[config.mk]
export PLATFORM = sky130hd
export DESIGN_NAME = multicycle_cpu
export DESIGN_NICKNAME = d
export VERILOG_FILES = /design/src/rtl/multicycle_cpu.sv
export SDC_FILE = /design/constraint.sdc
export NUM_CORES = 1
export LEC_CHECK = 0
export CAP_MARGIN = 10
export CORE_ASPECT_RATIO = 0.5
export CORE_UTILIZATION = 40
export DETAILED_ROUTE_END_ITERATION = 10
export GPL_TIMING_DRIVEN = 0
export PLACE_DENSITY = 0.56
export SLEW_MARGIN = 20
export SYNTH_ARGS = -nofsm -noshare
export SYNTH_HDL_FRONTEND = slang
export SYNTH_SLANG_ARGS = --single-unit
[constraint.sdc]
create_clock -name clk -period 4 [get_ports clk]
set_input_delay 0.6 -clock clk [delete_from_list [all_inputs] [get_ports clk]]
set_output_delay 0.6 -clock clk [all_outputs]
set_load 0.01 [all_outputs]
[src/rtl/multicycle_cpu.sv]
// Multi-cycle CPU: one instruction at a time through IDLE -> EXEC -> MEM -> WB.
// Define CPU_ERR_EN to get the sticky error flag and out-of-range address checks.
module multicycle_cpu #(
    parameter int DATA_WIDTH = 8,
    parameter int ADDR_BITS  = 5,
    parameter int NUM_REGS   = 4,
    localparam int RB          = $clog2(NUM_REGS),
    localparam int INSTR_WIDTH = 4 + 3*RB + DATA_WIDTH
) (
    input  logic                   clk,
    input  logic                   rst,
    input  logic [INSTR_WIDTH-1:0] instruction,
    input  logic                   instr_valid,
    output logic                   instr_ready,
    output logic                   done,
    output logic                   zero,
    output logic                   carry,
    output logic                   err,
    input  logic [RB-1:0]          dbg_sel,
    output logic [DATA_WIDTH-1:0]  dbg_data
);
    localparam logic [3:0] OP_NOP = 4'd0, OP_ADD = 4'd1, OP_SUB = 4'd2, OP_AND = 4'd3,
                           OP_OR  = 4'd4, OP_XOR = 4'd5, OP_SHL = 4'd6, OP_SHR = 4'd7,
                           OP_ADDI = 4'd8, OP_LW = 4'd9, OP_SW = 4'd10, OP_LI = 4'd11;

    typedef enum logic [1:0] {IDLE, EXEC, MEM, WB} state_t;

    state_t                   state_q, state_d;
    logic [INSTR_WIDTH-1:0]   instr_q;
    logic [DATA_WIDTH-1:0]    rf_q [NUM_REGS];
    logic [DATA_WIDTH-1:0]    mem_q [2**ADDR_BITS];
    logic [DATA_WIDTH-1:0]    alu_q, wdata_q;
    logic [ADDR_BITS-1:0]     addr_q;
    logic                     oor_q, zero_q, carry_q, err_q, done_q, done_d;

    logic [3:0]               op;
    logic [RB-1:0]            rd, rs, rt;
    logic [DATA_WIDTH-1:0]    imm, a, b, res;
    logic [DATA_WIDTH:0]      add_rt, sub_rt, add_imm;
    logic                     cout, illegal, is_mem, oor, err_set;

    assign op  = instr_q[INSTR_WIDTH-1 -: 4];
    assign rd  = instr_q[DATA_WIDTH+3*RB-1 -: RB];
    assign rs  = instr_q[DATA_WIDTH+2*RB-1 -: RB];
    assign rt  = instr_q[DATA_WIDTH+RB-1 -: RB];
    assign imm = instr_q[DATA_WIDTH-1:0];

    assign a       = rf_q[rs];
    assign b       = rf_q[rt];
    assign add_rt  = {1'b0, a} + {1'b0, b};
    assign sub_rt  = {1'b0, a} - {1'b0, b};
    assign add_imm = {1'b0, a} + {1'b0, imm};
    assign illegal = (op > OP_LI);
    assign is_mem  = (op == OP_LW) || (op == OP_SW);

`ifdef CPU_ERR_EN
    assign oor     = (add_imm[DATA_WIDTH-1:0] >> ADDR_BITS) != '0;
    assign err_set = illegal || (is_mem && oor);
`else
    assign oor     = 1'b0;
    assign err_set = 1'b0;
`endif

    always_comb begin
        res  = '0;
        cout = 1'b0;
        case (op)
            OP_ADD:  {cout, res} = add_rt;
            OP_SUB:  {cout, res} = sub_rt;
            OP_AND:  res = a & b;
            OP_OR:   res = a | b;
            OP_XOR:  res = a ^ b;
            OP_SHL:  res = a << b[2:0];
            OP_SHR:  res = a >> b[2:0];
            OP_ADDI: {cout, res} = add_imm;
            OP_LI:   res = imm;
            default: ;
        endcase
    end

    always_comb begin
        state_d = state_q;
        done_d  = 1'b0;
        case (state_q)
            IDLE: if (instr_valid) state_d = EXEC;
            EXEC: begin
                if (is_mem)                            state_d = MEM;
                else if (op == OP_NOP || illegal)      begin state_d = IDLE; done_d = 1'b1; end
                else                                   state_d = WB;
            end
            MEM: begin
                state_d = (op == OP_LW) ? WB : IDLE;
                done_d  = (op == OP_SW);
            end
            WB: begin
                state_d = IDLE;
                done_d  = 1'b1;
            end
            default: state_d = IDLE;
        endcase
    end

    always_ff @(posedge clk) begin
        if (rst) begin
            state_q <= IDLE;
            done_q  <= 1'b0;
            zero_q  <= 1'b0;
            carry_q <= 1'b0;
            err_q   <= 1'b0;
            instr_q <= '0;
            alu_q   <= '0;
            wdata_q <= '0;
            addr_q  <= '0;
            oor_q   <= 1'b0;
            for (int i = 0; i < NUM_REGS; i++) rf_q[i] <= '0;
        end else begin
            state_q <= state_d;
            done_q  <= done_d;
            case (state_q)
                IDLE: if (instr_valid) instr_q <= instruction;
                EXEC: begin
                    alu_q   <= res;
                    wdata_q <= b;
                    addr_q  <= add_imm[ADDR_BITS-1:0];
                    oor_q   <= oor;
                    if (op >= OP_ADD && op <= OP_ADDI) zero_q <= (res == '0);
                    if (op == OP_ADD || op == OP_SUB || op == OP_ADDI) carry_q <= cout;
                    if (err_set) err_q <= 1'b1;
                end
                // Out-of-range loads return 0; oor_q is never set without CPU_ERR_EN.
                MEM:  if (op == OP_LW) alu_q <= oor_q ? '0 : mem_q[addr_q];
                WB:   rf_q[rd] <= alu_q;
                default: ;
            endcase
        end
    end

    // Memory contents survive reset; a reset during MEM suppresses the store.
    always_ff @(posedge clk) begin
        if (!rst && state_q == MEM && op == OP_SW && !oor_q)
            mem_q[addr_q] <= wdata_q;
    end

    assign instr_ready = (state_q == IDLE);
    assign done        = done_q;
    assign zero        = zero_q;
    assign carry       = carry_q;
    assign err         = err_q;
    assign dbg_data    = rf_q[dbg_sel];
endmodule

==> results of run 1 <==
-- power groups by stage --
stage | sequential (µW) | combinational (µW) | clock [µW]
after floorplan | 4020 | 690 | 0
after global placement | 4060 | 1010 | 0
after detailed placement | 4070 | 1010 | 0
after CTS | 3990 | 1020 | 3200
after global routing | 4000 | 1110 | 3340
final | 3990 | 1040 | 3150
-- cells by family after synthesis --
group                      synth area share
DFF                                   0.607
other                              0.000235
muxes                                 0.167
xor gates and xnor gates            0.00274
buffers and inverters                0.0261
adders and majority gates            0.0296
and+or+nand+nor                      0.0978
AOI/OAI and AO/OA                    0.0691
-- per-layer routing --
layer  GRT usage  vias up
met5           0        -
met4      0.0523        0
met2       0.337      389
li1            -     4415
met3      0.0387       62
met1       0.298     4995
-- repair_timing --
item                       in CTS  in global routing
cloned                          0                  0
gates resized for setup         3                  6
setup endpoints to repair       3                  4
-- cell usage after synthesis (6+ instances only) --
master / instances
nor2b_1: 12
nor4_1: 6
or3_1: 6
o21ai_0: 32
inv_1: 30
and2_1: 34
a211oi_1: 18
nor2_1: 74
edfxtp_1: 288
buf_1: 10
clkbuf_1: 38
o22ai_1: 8
mux4_2: 100
nand2b_1: 13
a21oi_1: 63
dfxtp_1: 53
buf_2: 9
nand3b_1: 11
nor3_1: 24
nand2_1: 91
ha_1: 33
o211ai_1: 7
nand3_1: 14
mux2i_1: 19
-- critical path, delay by kind of cell, from the launching register on --
kind,cells,cell delay [ns]
fa+ha+maj,2,0.58
compound gates,4,0.78
buf+inv,4,0.66
flops,1,0.32
mux,2,0.85
simple gates,3,0.58
-- per-stage QoR --
step	TNS [ns]	hold slack, ns	utilization
5_1_grt	0	0.485	0.464
4_1_cts	0	0.466	0.463
3_3_place_gp	-0.332	0.441	0.434
2_1_floorplan	0	0.436	-
6_report	0	0.456	0.464
3_5_place_dp	-0.294	0.457	0.434
-- flip-flops by register name (all words and copies together) (netlist names), named ones only --
register  flops
mem_q       256
rf_q         32
instr_q      18
alu_q         8
wdata_q       8
addr_q        5
state_q       2
carry         1
done          1
zero          1
-- path summary, 6_finish.rpt --
check                                start   endpoint  slack (ns)  cells after the start
worst max-delay path             flip-flop       zero        0.13                     15
worst min-delay path            instr_q[8]  flip-flop        0.46                      2
worst max register to register   flip-flop       zero        0.13                     15
worst min register to register  instr_q[8]  flip-flop        0.46                      2
-- layout make-up --
class / count / area share
sequential: 341 / 0.536
multi-input combinational: 662 / 0.327
clock buffer: 52 / 0.0557
tap: 530 / 0.0366
timing repair buffer: 31 / 0.0171
buffer: 63 / 0.0161
inverter: 32 / 0.00662
clock inverter: 9 / 0.00504
==> reports/metrics.cfg, run 1 <==
[run_status]
status=completed

[sta]
hold_viol=0
maxSlewViolCount=0
slew_headroom=0.383
rsz0062_at_grt=false
worst_slew_pin_slew_ns=0.925
skew_ns=0.0127
fin_ws_ns=0.133
max_freq_ghz=0.259
post-route-period-util=0.967
setup_violations=0
period_minus_slack_ns=3.87

[grt]
grt_pass1_wl_um=63200
antenna_found_initial=0
overflow=0
grt_pass1_vias=9947
track_usage=0.210
grt_max_degree=34

[synthesis]
yosysUniqueCellTypes=73
ys_warn_count=0
synth-main-ff-cell=edfxtp_1
netlist.area_leader.share=0.541
ys_ff_latch=341
syn-num-nets=1159
synthesis.instances=1100
ys_top_cells_by_area=edfxtp_1 54%, mux4_2 14%, dfxtp_1 6.6%
netlist_area_um2=16000
avgSynthCellArea_um2=14.5
synth_edf_count=288
ys_seq_area_frac=0.607
synth.largest_area_cell=edfxtp_1
async_flop_share=0

[hold_path]
hold_class=reg -> reg

[finish]
final_area_um2=18100
layout-drive-gt1-share=0.168
final_common_cell=edfxtp_1
fin_cells=1720
n_fill_cell=3390
n_antenna_cell=0
final_cell_mix=288 x edfxtp_1, 100 x mux4_2, 91 x nand2_1
seqCellArea_um2=9720
syn2layout_area_growth_pct=13.4
nNetsFinal=1224
multi_input_area_um2=5930

[setup_path]
worst_setup_path_end_kind=flip-flop
path_common_cell=buf_6
slowest_stage=mux4_2
max_stage_delay_ns=0.56
cp_max_fo=11
cp.required_ns=4.44
crit_path_start_kind=flip-flop
arrival_ns=4.30
cp_cell_sequence=buf_6, mux4_2, buf_6, buf_2, ha_1, inv_1, fa_1, nor2b_1, o21a_1, o21ai_1, mux2i_1, o22ai_1, nor4_4, nand3b_1, o31ai_2
crit_type=reg -> reg

[placement]
place_congestion=0.889
place_hpwl_um=29300
dpl.cell_count=1661
port_buffers=31
post-place-ws_ns=-0.217
placed_area_um2=17000

[detailed_routing]
wl_met1_um=18600
topRoutingLayerUsed=met4
dr_wl_met3_um=3380
drtIter0Drc=1072
first_pass_iters=6
wl_met2_um=19300
ant_nets=0
post-route-drc-count=0
totalWireLength_um=42200
wl_per_cell_um=24.5
vias=9861
vias_per_cell=5.73

[power_and_ir_drop]
sw_frac_of_total=0.249
p_int_uw=6150
totalPowerFinal_uw=8180
peakVddDrop_mv=0.291
p_comb_frac=0.127
p_leak_uw=0.00584
power_switching_uw=2040
power_frac_seq=0.488
pwr-share-clk=0.385
p_per_area_nw_per_um2=451

[run]
drv.max_cap_violation_count=0

[floorplan]
ios=36
die_x_um=285
core_um2=39100
start_util=0.409
dieArea_um2=40800
num_rows=51
dieHeight_um=143

[clock_network]
hold_buffers=0
cts_setup_buffers=0
insertion_delay_ns=0.53
cts_tree=done
clock_tree.buffer_depth=3
cts.sinks=341
cts_max_level=2
ctsRootBufferMaster=clkbuf_16
cts_buffers=34
clk_pin_slew_ns=0.06

No activity file was read; power rests on OpenSTA's default activity.
==> run 2: changes to the inputs <==
- SLEW_MARGIN: 20 -> 0
==> reports/metrics.cfg, run 2 (same netlist as run 1, synthesis figures left out) <==
[run_status]
status=completed

[floorplan]
start_util=0.409  ; unchanged
dieHeight_um=143  ; unchanged
die_x_um=285  ; unchanged
num_rows=51  ; unchanged
dieArea_um2=40800  ; unchanged
ios=36  ; unchanged
core_um2=39100  ; unchanged

[detailed_routing]
vias_per_cell=5.74  ; +0.11%
dr_wl_met3_um=2750  ; -19%
ant_nets=0  ; unchanged
first_pass_iters=5  ; -1
topRoutingLayerUsed=met4
wl_met2_um=19600  ; +1.2%
totalWireLength_um=42400  ; +0.40%
vias=9918  ; +0.58%
post-route-drc-count=0  ; unchanged
wl_per_cell_um=24.5  ; about the same
drtIter0Drc=1135  ; +5.9%
wl_met1_um=19200  ; +3.4%

[finish]
layout-drive-gt1-share=0.158  ; -0.0103
final_common_cell=edfxtp_1
largestRegisters=mem_q: 256 flops, rf_q: 32 flops, instr_q: 18 flops
fin_cells=1728  ; +0.47%
n_fill_cell=3409  ; +0.56%
final_cell_mix=288 x edfxtp_1, 100 x mux4_2, 91 x nand2_1
nNetsFinal=1232  ; +0.65%
syn2layout_area_growth_pct=13.2
n_antenna_cell=0  ; unchanged
regMostFlops=mem_q
final_util=0.463  ; -0.000864
largest_reg_flops=256  ; unchanged

[grt]
grt_pass1_vias=9957  ; +0.10%
track_usage=0.211  ; +0.000926
overflow=0  ; unchanged
grt_max_degree=34  ; unchanged
grt_pass1_wl_um=63400  ; +0.41%
antenna_found_initial=0  ; unchanged

[sta]
skew_ns=0.0261  ; +0.0134 ns
worst_slew_pin_slew_ns=1.23  ; +0.305 ns
hold_viol=0  ; unchanged
setup_violations=0  ; unchanged
holdWs_ns=0.458  ; +0.00215 ns
final.setup.tns_ns=0  ; unchanged
rsz0062_at_grt=true
maxSlewViolCount=0  ; unchanged
max_freq_ghz=0.260  ; +0.56%
slew_headroom=0.179  ; -0.204
post-route-period-util=0.961  ; -0.00539
period_minus_slack_ns=3.85  ; -0.0215 ns

[setup_path]
slowest_stage=mux4_2
worst_setup_path_end_kind=flip-flop
crit_type=reg -> reg
arrival_ns=4.26  ; -0.04 ns
rr_worst_depth=13  ; -2
timing.rr.end=alu_q[7]
crit_path_start_kind=flip-flop
cp.required_ns=4.42  ; -0.02 ns
max_stage_delay_ns=0.69  ; +0.13 ns
r2r_setup_slack_ns=0.15  ; +0.02 ns
cp_max_fo=10  ; -1
cp_cell_sequence=clkbuf_4, mux4_2, inv_1, ha_1, clkbuf_1, inv_1, a21oi_1, nor2_1, a2111oi_0, a211oi_2, nand4b_1, nor2_1, o41ai_2

[placement]
dpl.cell_count=1664  ; +0.18%
port_buffers=31  ; unchanged
place_congestion=0.889  ; unchanged
place_hpwl_um=29500  ; +0.47%

[power_and_ir_drop]
totalPowerFinal_uw=7960  ; -2.8%
p_leak_uw=0.00583  ; -0.27%
peakVddDrop_mv=0.219  ; -25%
p_per_area_nw_per_um2=440  ; -2.6%

[clock_network]
clock_tree.buffer_depth=3  ; unchanged
cts_max_level=2  ; unchanged
cts.sinks=341  ; unchanged
cts_setup_buffers=0  ; unchanged
cts_tree=done
insertion_delay_ns=0.52  ; about the same
ctsRootBufferMaster=clkbuf_16
cts_buffers=34  ; unchanged
clk_pin_slew_ns=0.06  ; about the same

[run]
drv.max_cap_violation_count=0  ; unchanged

[hold_path]
hp-start=instr_q[8]
whs_path_depth=2  ; unchanged
hold_class=reg -> reg

==> run 2: worst max-delay path: cells and delay by family (launching register included) <==
family,cells,cell delay (ns)
AOI/OAI and AO/OA,4,1.19
buffers and inverters,4,0.99
muxes,1,0.69
and+or+nand+nor,3,0.40
DFF,1,0.30
adders and majority gates,1,0.14
==> run 2: area by class of cell <==
class,instances,area (µm²),share of cell area
repair buffers,38,409,0.0226
well taps,530,663,0.0366
clock buffers,50,942,0.0520
flip-flops and latches,341,9710,0.536
clock inverters,11,48.8,0.00270
plain buffers,64,295,0.0163
inverters,32,120,0.00664
multi-input cells,662,5910,0.327
==> run 2: worst max path at each step <==
stage | depth (start not counted) | start | to | slack, ns
floorplan | 14 | flip-flop | zero | 0.80
global placement | 15 | flip-flop | zero | -0.23
detailed placement | 15 | flip-flop | zero | -0.19
CTS | 15 | flip-flop | zero | 0.009
global route | 13 | flip-flop | alu_q[7] | -0.009
finish | 13 | flip-flop | alu_q[7] | 0.15
==> run 2: per-layer routing <==
metal / vias up / track usage
li1: 4433 / -
met1: 5105 / 0.302
met2: 328 / 0.339
met3: 52 / 0.0316
met4: 0 / 0.0566
met5: - / 0
==> run 2: where the power goes <==
group / internal (µW) / switching [µW]
Sequential: 3900 / 84.8
Clock: 1630 / 1290
Combinational: 428 / 627
==> run 2: through the flow <==
step	setup slack [ns]	area, µm²
detailed placement	-0.192	17000
CTS	0.00870	18000
floorplan	0.804	16000
global placement	-0.231	17000
finish	0.154	18100
global route	-0.00878	18100
==> run 2: what timing repair did <==
action	CTS	global route
resized for setup	2	8
setup endpoints to repair	4	5
hold buffers	0	0
